[src/rtl/fmap_stream_tx_pkg.sv]
// Shared constants and state types for the conv2 input feature-map transmitter.
// Latency: n/a (package only).
// Backpressure: n/a (package only).
package fmap_stream_tx_pkg;

  // conv2 input map geometry: 13x13 binary pixels, 8 channels each
  localparam int IMG_W      = 13;
  localparam int IMG_H      = 13;
  localparam int CH         = 8;
  localparam int N          = IMG_W * IMG_H;
  localparam int CNT_W      = $clog2(N);
  // idle cycles between output frames so conv2 can flush its line buffers
  localparam int GAP_CYCLES = 2;

  typedef enum logic {
    BANK_FREE = 1'b0,
    BANK_FULL = 1'b1
  } bank_state_e;

  typedef enum logic [1:0] {
    RD_IDLE   = 2'd0,
    RD_STREAM = 2'd1,
    RD_GAP    = 2'd2
  } rd_state_e;

endpackage

[src/rtl/fmap_stream_tx_if.sv]
// Pixel write handshake plus the conv2-facing raster stream, bundled as one bus.
// Latency: n/a (wiring only).
// Backpressure: wr_ready throttles the source; the output stream has none.
// Ports: wr_valid/wr_ready/wr_pixel (source -> block), pix_out/out_valid/
//        out_first/out_last/frame_done (block -> conv2).
// Modports: master = pixel source and stream sink, slave = fmap_stream_tx.
interface fmap_stream_tx_if
  import fmap_stream_tx_pkg::*;
#(
  parameter int PIX_W = CH
);
  logic             wr_valid;
  logic             wr_ready;
  logic [PIX_W-1:0] wr_pixel;
  logic [PIX_W-1:0] pix_out;
  logic             out_valid;
  logic             out_first;
  logic             out_last;
  logic             frame_done;

  modport master (
    output wr_valid, wr_pixel,
    input  wr_ready, pix_out, out_valid, out_first, out_last, frame_done
  );

  modport slave (
    input  wr_valid, wr_pixel,
    output wr_ready, pix_out, out_valid, out_first, out_last, frame_done
  );
endinterface

[src/rtl/fmap_bank_ram.sv]
// Simple dual-port frame RAM: one write port, one registered read port.
// Latency: 1 cycle from raddr/re to rdata.
// Backpressure: none; rdata returns to 0 on any cycle without a read.
// Ports: clk, rst (clears only the read register), we/waddr/wdata,
//        re/raddr/rdata.
module fmap_bank_ram #(
  parameter int AW    = 9,
  parameter int WIDTH = 8
) (
  input  logic             clk,
  input  logic             rst,
  input  logic             we,
  input  logic [AW-1:0]    waddr,
  input  logic [WIDTH-1:0] wdata,
  input  logic             re,
  input  logic [AW-1:0]    raddr,
  output logic [WIDTH-1:0] rdata
);
  localparam int DEPTH = 1 << AW;

  logic [WIDTH-1:0] mem [DEPTH];

  always_ff @(posedge clk) begin
    if (we) begin
      mem[waddr] <= wdata;
    end
  end

  // Zeroing the register on idle cycles keeps the downstream pixel bus at 0
  // whenever no frame pixel is being presented.
  always_ff @(posedge clk) begin
    if (rst) begin
      rdata <= '0;
    end else if (re) begin
      rdata <= mem[raddr];
    end else begin
      rdata <= '0;
    end
  end
endmodule

[src/rtl/fmap_stream_tx.sv]
// Ping-pong frame buffer: collects pool-1 pixels, replays whole frames to conv2.
// Latency: first out_valid 2 cycles after the final write of a frame (reader idle).
// Backpressure: wr_ready low while the write bank is FULL; output is never stalled.
// Ports: clk, rst (sync, active-high), bus (fmap_stream_tx_if.slave):
//        write handshake in, 169-cycle unbroken raster stream plus
//        out_first/out_last/frame_done markers out.
module fmap_stream_tx #(
  parameter int IMG_W      = fmap_stream_tx_pkg::IMG_W,
  parameter int IMG_H      = fmap_stream_tx_pkg::IMG_H,
  parameter int CH         = fmap_stream_tx_pkg::CH,
  parameter int GAP_CYCLES = fmap_stream_tx_pkg::GAP_CYCLES
) (
  input  logic              clk,
  input  logic              rst,
  fmap_stream_tx_if.slave   bus
);
  import fmap_stream_tx_pkg::*;

  localparam int             NPIX     = IMG_W * IMG_H;
  localparam int             CW       = $clog2(NPIX);
  localparam logic [CW-1:0]  LAST_IDX = CW'(NPIX - 1);
  localparam int             GW       = (GAP_CYCLES > 1) ? $clog2(GAP_CYCLES) : 1;
  localparam logic [GW-1:0]  GAP_LAST = GW'((GAP_CYCLES > 0) ? GAP_CYCLES - 1 : 0);

  bank_state_e   bank_st [2];
  logic          wsel;
  logic          rsel;
  logic [CW-1:0] wcnt;
  logic [CW-1:0] rcnt;
  logic [GW-1:0] gcnt;
  rd_state_e     rd_st;
  logic          out_valid_q;
  logic          out_first_q;
  logic          out_last_q;
  logic          frame_done_q;

  logic          wr_acc;
  logic          rd_issue;

  // Ready depends only on state registers, never on wr_valid.
  assign bus.wr_ready = (bank_st[wsel] == BANK_FREE);
  assign wr_acc       = bus.wr_valid && bus.wr_ready;
  assign rd_issue     = (rd_st == RD_STREAM);

  always_ff @(posedge clk) begin
    if (rst) begin
      bank_st[0]   <= BANK_FREE;
      bank_st[1]   <= BANK_FREE;
      wsel         <= 1'b0;
      rsel         <= 1'b0;
      wcnt         <= '0;
      rcnt         <= '0;
      gcnt         <= '0;
      rd_st        <= RD_IDLE;
      out_valid_q  <= 1'b0;
      out_first_q  <= 1'b0;
      out_last_q   <= 1'b0;
      frame_done_q <= 1'b0;
    end else begin
      // Writer and reader always own different banks, so their bank_st
      // updates below never collide on the same entry.
      if (wr_acc) begin
        if (wcnt == LAST_IDX) begin
          wcnt          <= '0;
          bank_st[wsel] <= BANK_FULL;
          wsel          <= ~wsel;
        end else begin
          wcnt <= wcnt + 1'b1;
        end
      end

      // Markers are delayed one cycle to line up with the registered RAM read.
      out_valid_q  <= rd_issue;
      out_first_q  <= rd_issue && (rcnt == '0);
      out_last_q   <= rd_issue && (rcnt == LAST_IDX);
      frame_done_q <= out_last_q;

      case (rd_st)
        RD_IDLE: begin
          if (bank_st[rsel] == BANK_FULL) begin
            rd_st <= RD_STREAM;
            rcnt  <= '0;
          end
        end
        RD_STREAM: begin
          if (rcnt == LAST_IDX) begin
            // Bank is released as soon as its last word has been addressed,
            // so the writer can refill it from the next cycle.
            bank_st[rsel] <= BANK_FREE;
            rsel          <= ~rsel;
            gcnt          <= '0;
            rd_st         <= (GAP_CYCLES == 0) ? RD_IDLE : RD_GAP;
          end else begin
            rcnt <= rcnt + 1'b1;
          end
        end
        RD_GAP: begin
          if (gcnt == GAP_LAST) begin
            rd_st <= RD_IDLE;
          end else begin
            gcnt <= gcnt + 1'b1;
          end
        end
        default: rd_st <= RD_IDLE;
      endcase
    end
  end

  // Single RAM; the top address bit selects the ping or pong bank.
  fmap_bank_ram #(
    .AW    (CW + 1),
    .WIDTH (CH)
  ) u_ram (
    .clk   (clk),
    .rst   (rst),
    .we    (wr_acc),
    .waddr ({wsel, wcnt}),
    .wdata (bus.wr_pixel),
    .re    (rd_issue),
    .raddr ({rsel, rcnt}),
    .rdata (bus.pix_out)
  );

  assign bus.out_valid  = out_valid_q;
  assign bus.out_first  = out_first_q;
  assign bus.out_last   = out_last_q;
  assign bus.frame_done = frame_done_q;
endmodule

[src/flat_wrapper.sv]
// flat-port wrapper written by rule: the top's interface ports become plain ports
module fmap_stream_tx_flat import fmap_stream_tx_pkg::*;
#(
  parameter int IMG_W      = fmap_stream_tx_pkg::IMG_W,
  parameter int IMG_H      = fmap_stream_tx_pkg::IMG_H,
  parameter int CH         = fmap_stream_tx_pkg::CH,
  parameter int GAP_CYCLES = fmap_stream_tx_pkg::GAP_CYCLES
)
  (clk, rst, bus_wr_valid, bus_wr_pixel, bus_wr_ready, bus_pix_out, bus_out_valid, bus_out_first, bus_out_last, bus_frame_done);
  fmap_stream_tx_if bus_i ();
  input  logic clk;
  input  logic rst;
  input wire logic [$bits(bus_i.wr_valid)-1:0] bus_wr_valid;
  input wire logic [$bits(bus_i.wr_pixel)-1:0] bus_wr_pixel;
  output wire logic [$bits(bus_i.wr_ready)-1:0] bus_wr_ready;
  output wire logic [$bits(bus_i.pix_out)-1:0] bus_pix_out;
  output wire logic [$bits(bus_i.out_valid)-1:0] bus_out_valid;
  output wire logic [$bits(bus_i.out_first)-1:0] bus_out_first;
  output wire logic [$bits(bus_i.out_last)-1:0] bus_out_last;
  output wire logic [$bits(bus_i.frame_done)-1:0] bus_frame_done;
  assign bus_i.wr_valid = bus_wr_valid;
  assign bus_i.wr_pixel = bus_wr_pixel;
  assign bus_wr_ready = bus_i.wr_ready;
  assign bus_pix_out = bus_i.pix_out;
  assign bus_out_valid = bus_i.out_valid;
  assign bus_out_first = bus_i.out_first;
  assign bus_out_last = bus_i.out_last;
  assign bus_frame_done = bus_i.frame_done;
  fmap_stream_tx #(.IMG_W(IMG_W), .IMG_H(IMG_H), .CH(CH), .GAP_CYCLES(GAP_CYCLES)) u_core (.clk(clk), .rst(rst), .bus(bus_i));
endmodule
[config.mk]
export PLATFORM = sky130hd
export DESIGN_NAME = fmap_stream_tx_flat
export DESIGN_NICKNAME = d
export VERILOG_FILES = /design/src/rtl/fmap_stream_tx_pkg.sv /design/src/rtl/fmap_stream_tx_if.sv /design/src/rtl/fmap_bank_ram.sv /design/src/rtl/fmap_stream_tx.sv /design/src/flat_wrapper.sv
export SDC_FILE = /design/constraint.sdc
export NUM_CORES = 2
export LEC_CHECK = 0
export ABC_AREA = 1
export BUFFER_PORTS_ARGS = -buffer_cell sky130_fd_sc_hd__buf_2
export CELL_PAD_IN_SITES_DETAIL_PLACEMENT = 1
export CELL_PAD_IN_SITES_GLOBAL_PLACEMENT = 1
export CORE_ASPECT_RATIO = 0.5
export CORE_MARGIN = 2
export CORE_UTILIZATION = 25
export DETAILED_ROUTE_END_ITERATION = 12
export GPL_ROUTABILITY_DRIVEN = 0
export PLACE_DENSITY = 0.41
export SETUP_SLACK_MARGIN = 0.02
export SLEW_MARGIN = 20
export SYNTH_ARGS = -nofsm -noshare
export SYNTH_HDL_FRONTEND = slang
export SYNTH_MEMORY_MAX_BITS = 65536
export SYNTH_SLANG_ARGS = --single-unit
[constraint.sdc]
create_clock -name clk -period 3.5 [get_ports clk]
set_clock_uncertainty 0.15 [all_clocks]
set_input_delay 0.525 -clock clk [delete_from_list [all_inputs] [get_ports clk]]
set_output_delay 0.525 -clock clk [all_outputs]
set_load 0.01 [all_outputs]
==> impl_metrics.yaml <==
critical_path:
  worst-path-buf-inv: 5
  cp_data_arrival_time_ps: 4250
  crit_cells: 17
  cpMaxStageDelayCell: "dfxtp_4"
  crit_required_ps: 4290
  end_kind: "flop"
  start_kind: "flop"
  cp_cell_sequence: "inv_16 -> buf_16 -> buf_12 -> buf_4 -> buf_4 -> o21ai_0 -> o21ai_1 -> nand2_1 -> nand3_1 -> nor2_1 -> nor2_1 -> nor2_1 -> nor2_2 -> nor2_1 -> nand2_2 -> nand2_1 -> nor2_1"
  reg2regPathDepth: 17
  path_max_fanout: 26
  crit_type: "reg2reg"
  max_stage_delay_ps: 470
  crit_family: "simple AND/OR/NAND/NOR gates"
  crit_top_cell: "nor2_1"
timing:
  holdWs_ps: 277
  max_freq_mhz: 289
  rsz0062_at_grt: "yes"
  setup_viol_count_final: 0
  min_period_over_period_pct: 98.8
  maxSlewHeadroom_pct: 20.0
  period_needed_ps: 3460
  setup_slack_ps: 41.5
  fin_setup_tns_ps: 0
  drv_slew: 0
  tightest_slew_ps: 1200
  finalHoldViolCount: 0
drt:
  first_pass_iters: 6
  route.vias.total: 116840
  ant_nets: 0
  via_per_inst: 4.57
  remaining_drc_errors: 0
  wl_per_cell_um: 25.8
  dr.first_iter.drc_count: 9321
  routed_wl_mm: 659
synth:
  synth.distinct_cells: 36
  synth_area_um2: 170000
  synth_most_common_cell: "edfxtp_1"
  synthTopCellsByArea: "edfxtp_1 72%, nor2_1 7.7%, nand2_1 6.1%"
  yosysSeqAreaShare_pct: 72.7
  synth-edff-count: 4096
  yosysWarnings: 0
  syn-instance-count: 14965
  yosysTopAreaCellShare_pct: 72.3
  synthFlopType: "edfxtp_1"
  yosys-top-cells-count: "4096 x edfxtp_1, 3477 x nor2_1, 2749 x nand2_1, 1278 x o21ai_0, 806 x nand3_1"
  avgSynthCellArea_um2: 11.4
  synth-async-reset-ratio_pct: 0
  syn_nets: 14982
  yosysTopAreaCell: "edfxtp_1"
  yosys_register_bits: 4133
floorplan:
  core_area_um2: 679000
  die-area_um2: 688000
  rows: 214
  ios: 24
  die_y_um: 587
  start_util_pct: 25.1
  die_w_mm: 1.17
clock_tree:
  htree_levels: 5
  root_buffer: "clkbuf_16"
  cts_buffers: 445
  cts_tree: "yes"
  cts_num_sinks: 4133
  clkLatencyLatePin_ps: 1040
  clk_pin_slew_ps: 70
  cts_buffer_depth: 5
placed_design:
  placed_cell_area_um2: 193000
  port_buffers: 23
  dp_hpwl_mm: 420
  dp_slack_ps: -638
grt:
  antenna_found_initial: 72
  grt-ovfl-total: 0
  grt_pass1_wl_mm: 930
  grt_pass1_vias: 120476
  track_usage_pct: 18.7
  grt_max_degree: 130
final_layout:
  syn_to_final_growth_pct: 21.8
  utilization_pct: 30.5
  nNetsFinal: 16131
  drive_above_1_share_pct: 14.2
  fillers: 74226
  stdcell_area_um2: 207000
status:
  status: "finished clean"
power:
  power_density_nw_per_um2: 543
  p_leak_nw: 74.2
  vdd_drop_max_v: 0.000396
min_path:
  hold_path.class: "reg2reg"
  min_path_cells: 2
flow_run:
  drv_cap: 0
-- power by group --
part / internal (mW) / switching [mW]
sequential: 54.4 / 0.0354
clock: 25.8 / 20.8
combinational: 3.60 / 7.99
total: 83.8 / 28.8
-- worst min-delay path: stages (launching register included) --
cell and delay, ps:
dfxtp_1 310, inv_1 50, nor2_1 30
-- area by class of cell --
type	count	area [um^2]	share of cell area [%]
repair buffers	1643	16300	7.84
diodes	16	40.0	0.0193
clock buffers	551	11600	5.61
multi-input cells	9299	40000	19.3
well taps	9072	11400	5.48
flip-flops and latches	4133	124000	59.7
repair inverters	1	11.3	0.00543
clock inverters	239	2020	0.972
inverters	591	2290	1.10
-- cells in the final DEF, fill, tap and decap left out, drive strengths merged, types with 13 or more instances in the layout --
cell    Yosys  final
a21oi     115    115
buf       604   1624
bufinv      0     32
clkbuf    338    556
clkinv     37    226
dfxtp      37     37
diode       0     16
edfxtp   4096   4096
inv       554    562
nand2    2750   2750
nand3     806    806
nor2     3480   3480
nor3       13     13
o211ai    237    237
o21ai    1788   1788
o22ai      84     84
-- worst paths after layout --
path	start	endpoint	slack, ps
worst max register to register	u_core.rcnt[0]	u_core.u_ram.rdata[6]	40
worst min register to register	u_core.bus.out_last	u_core.bus.frame_done	280
worst max-delay path	u_core.rcnt[0]	u_core.u_ram.rdata[6]	40
worst min-delay path	u_core.bus.out_last	u_core.bus.frame_done	280
-- cell families (layout without fill, tap and decap cells) --
logic type               after synthesis  count (layout)  synth area share, %
AND/OR/NAND/NOR                     7061            7061                 16.2
flip-flops                          4133            4133                 72.7
AO/OA/AOI/OAI                       2231            2231                 6.99
buffers and inverters               1533            3025                 4.05
adder cells (fa/ha/maj)                6               6               0.0441
multiplexers                           1               1              0.00588
other                                  0              16                    0
-- stage by stage --
step                      power (mW)  std cells
after floorplan                 61.1      14965
after global placement          67.1      24687
after detailed placement        67.1      24687
after CTS                        114      25508
after global routing             117      25533
final                            113      25545
-- flip-flops by register name (all words and copies together) (netlist names), named ones only --
name	count
u_core.gcnt	1
u_core.bus.frame_done	1
u_core.u_ram.rdata	8
u_core.rd_st	2
u_core.rcnt	8
u_core.bus.out_valid	1
u_core.wcnt	8
u_core.bus.out_last	1
u_core.bank_st	2
u_core.bus.out_first	1
u_core.u_ram.mem	4096
u_core.rsel	1
u_core.wsel	1
-- per-layer routing --
metal | up-vias | routed length [um] | GRT usage [%]
met3 | 654 | 24900 | 2.28
li1 | 53891 | - | -
met2 | 1926 | 296000 | 29.5
met1 | 60369 | 325000 | 27.7
met5 | - | 0 | 0
met4 | 0 | 12100 | 3.37
-- repair_timing --
item                                   4_1_cts  5_1_grt
hold buffers                                11        0
gates resized for setup                     33       55
cloned                                       4        5
pin swaps                                    1        6
setup endpoints to repair                    8       16
endpoints found under the hold margin      447        0
buffers inserted                            16       17
Power figures use the tool's default switching activity.
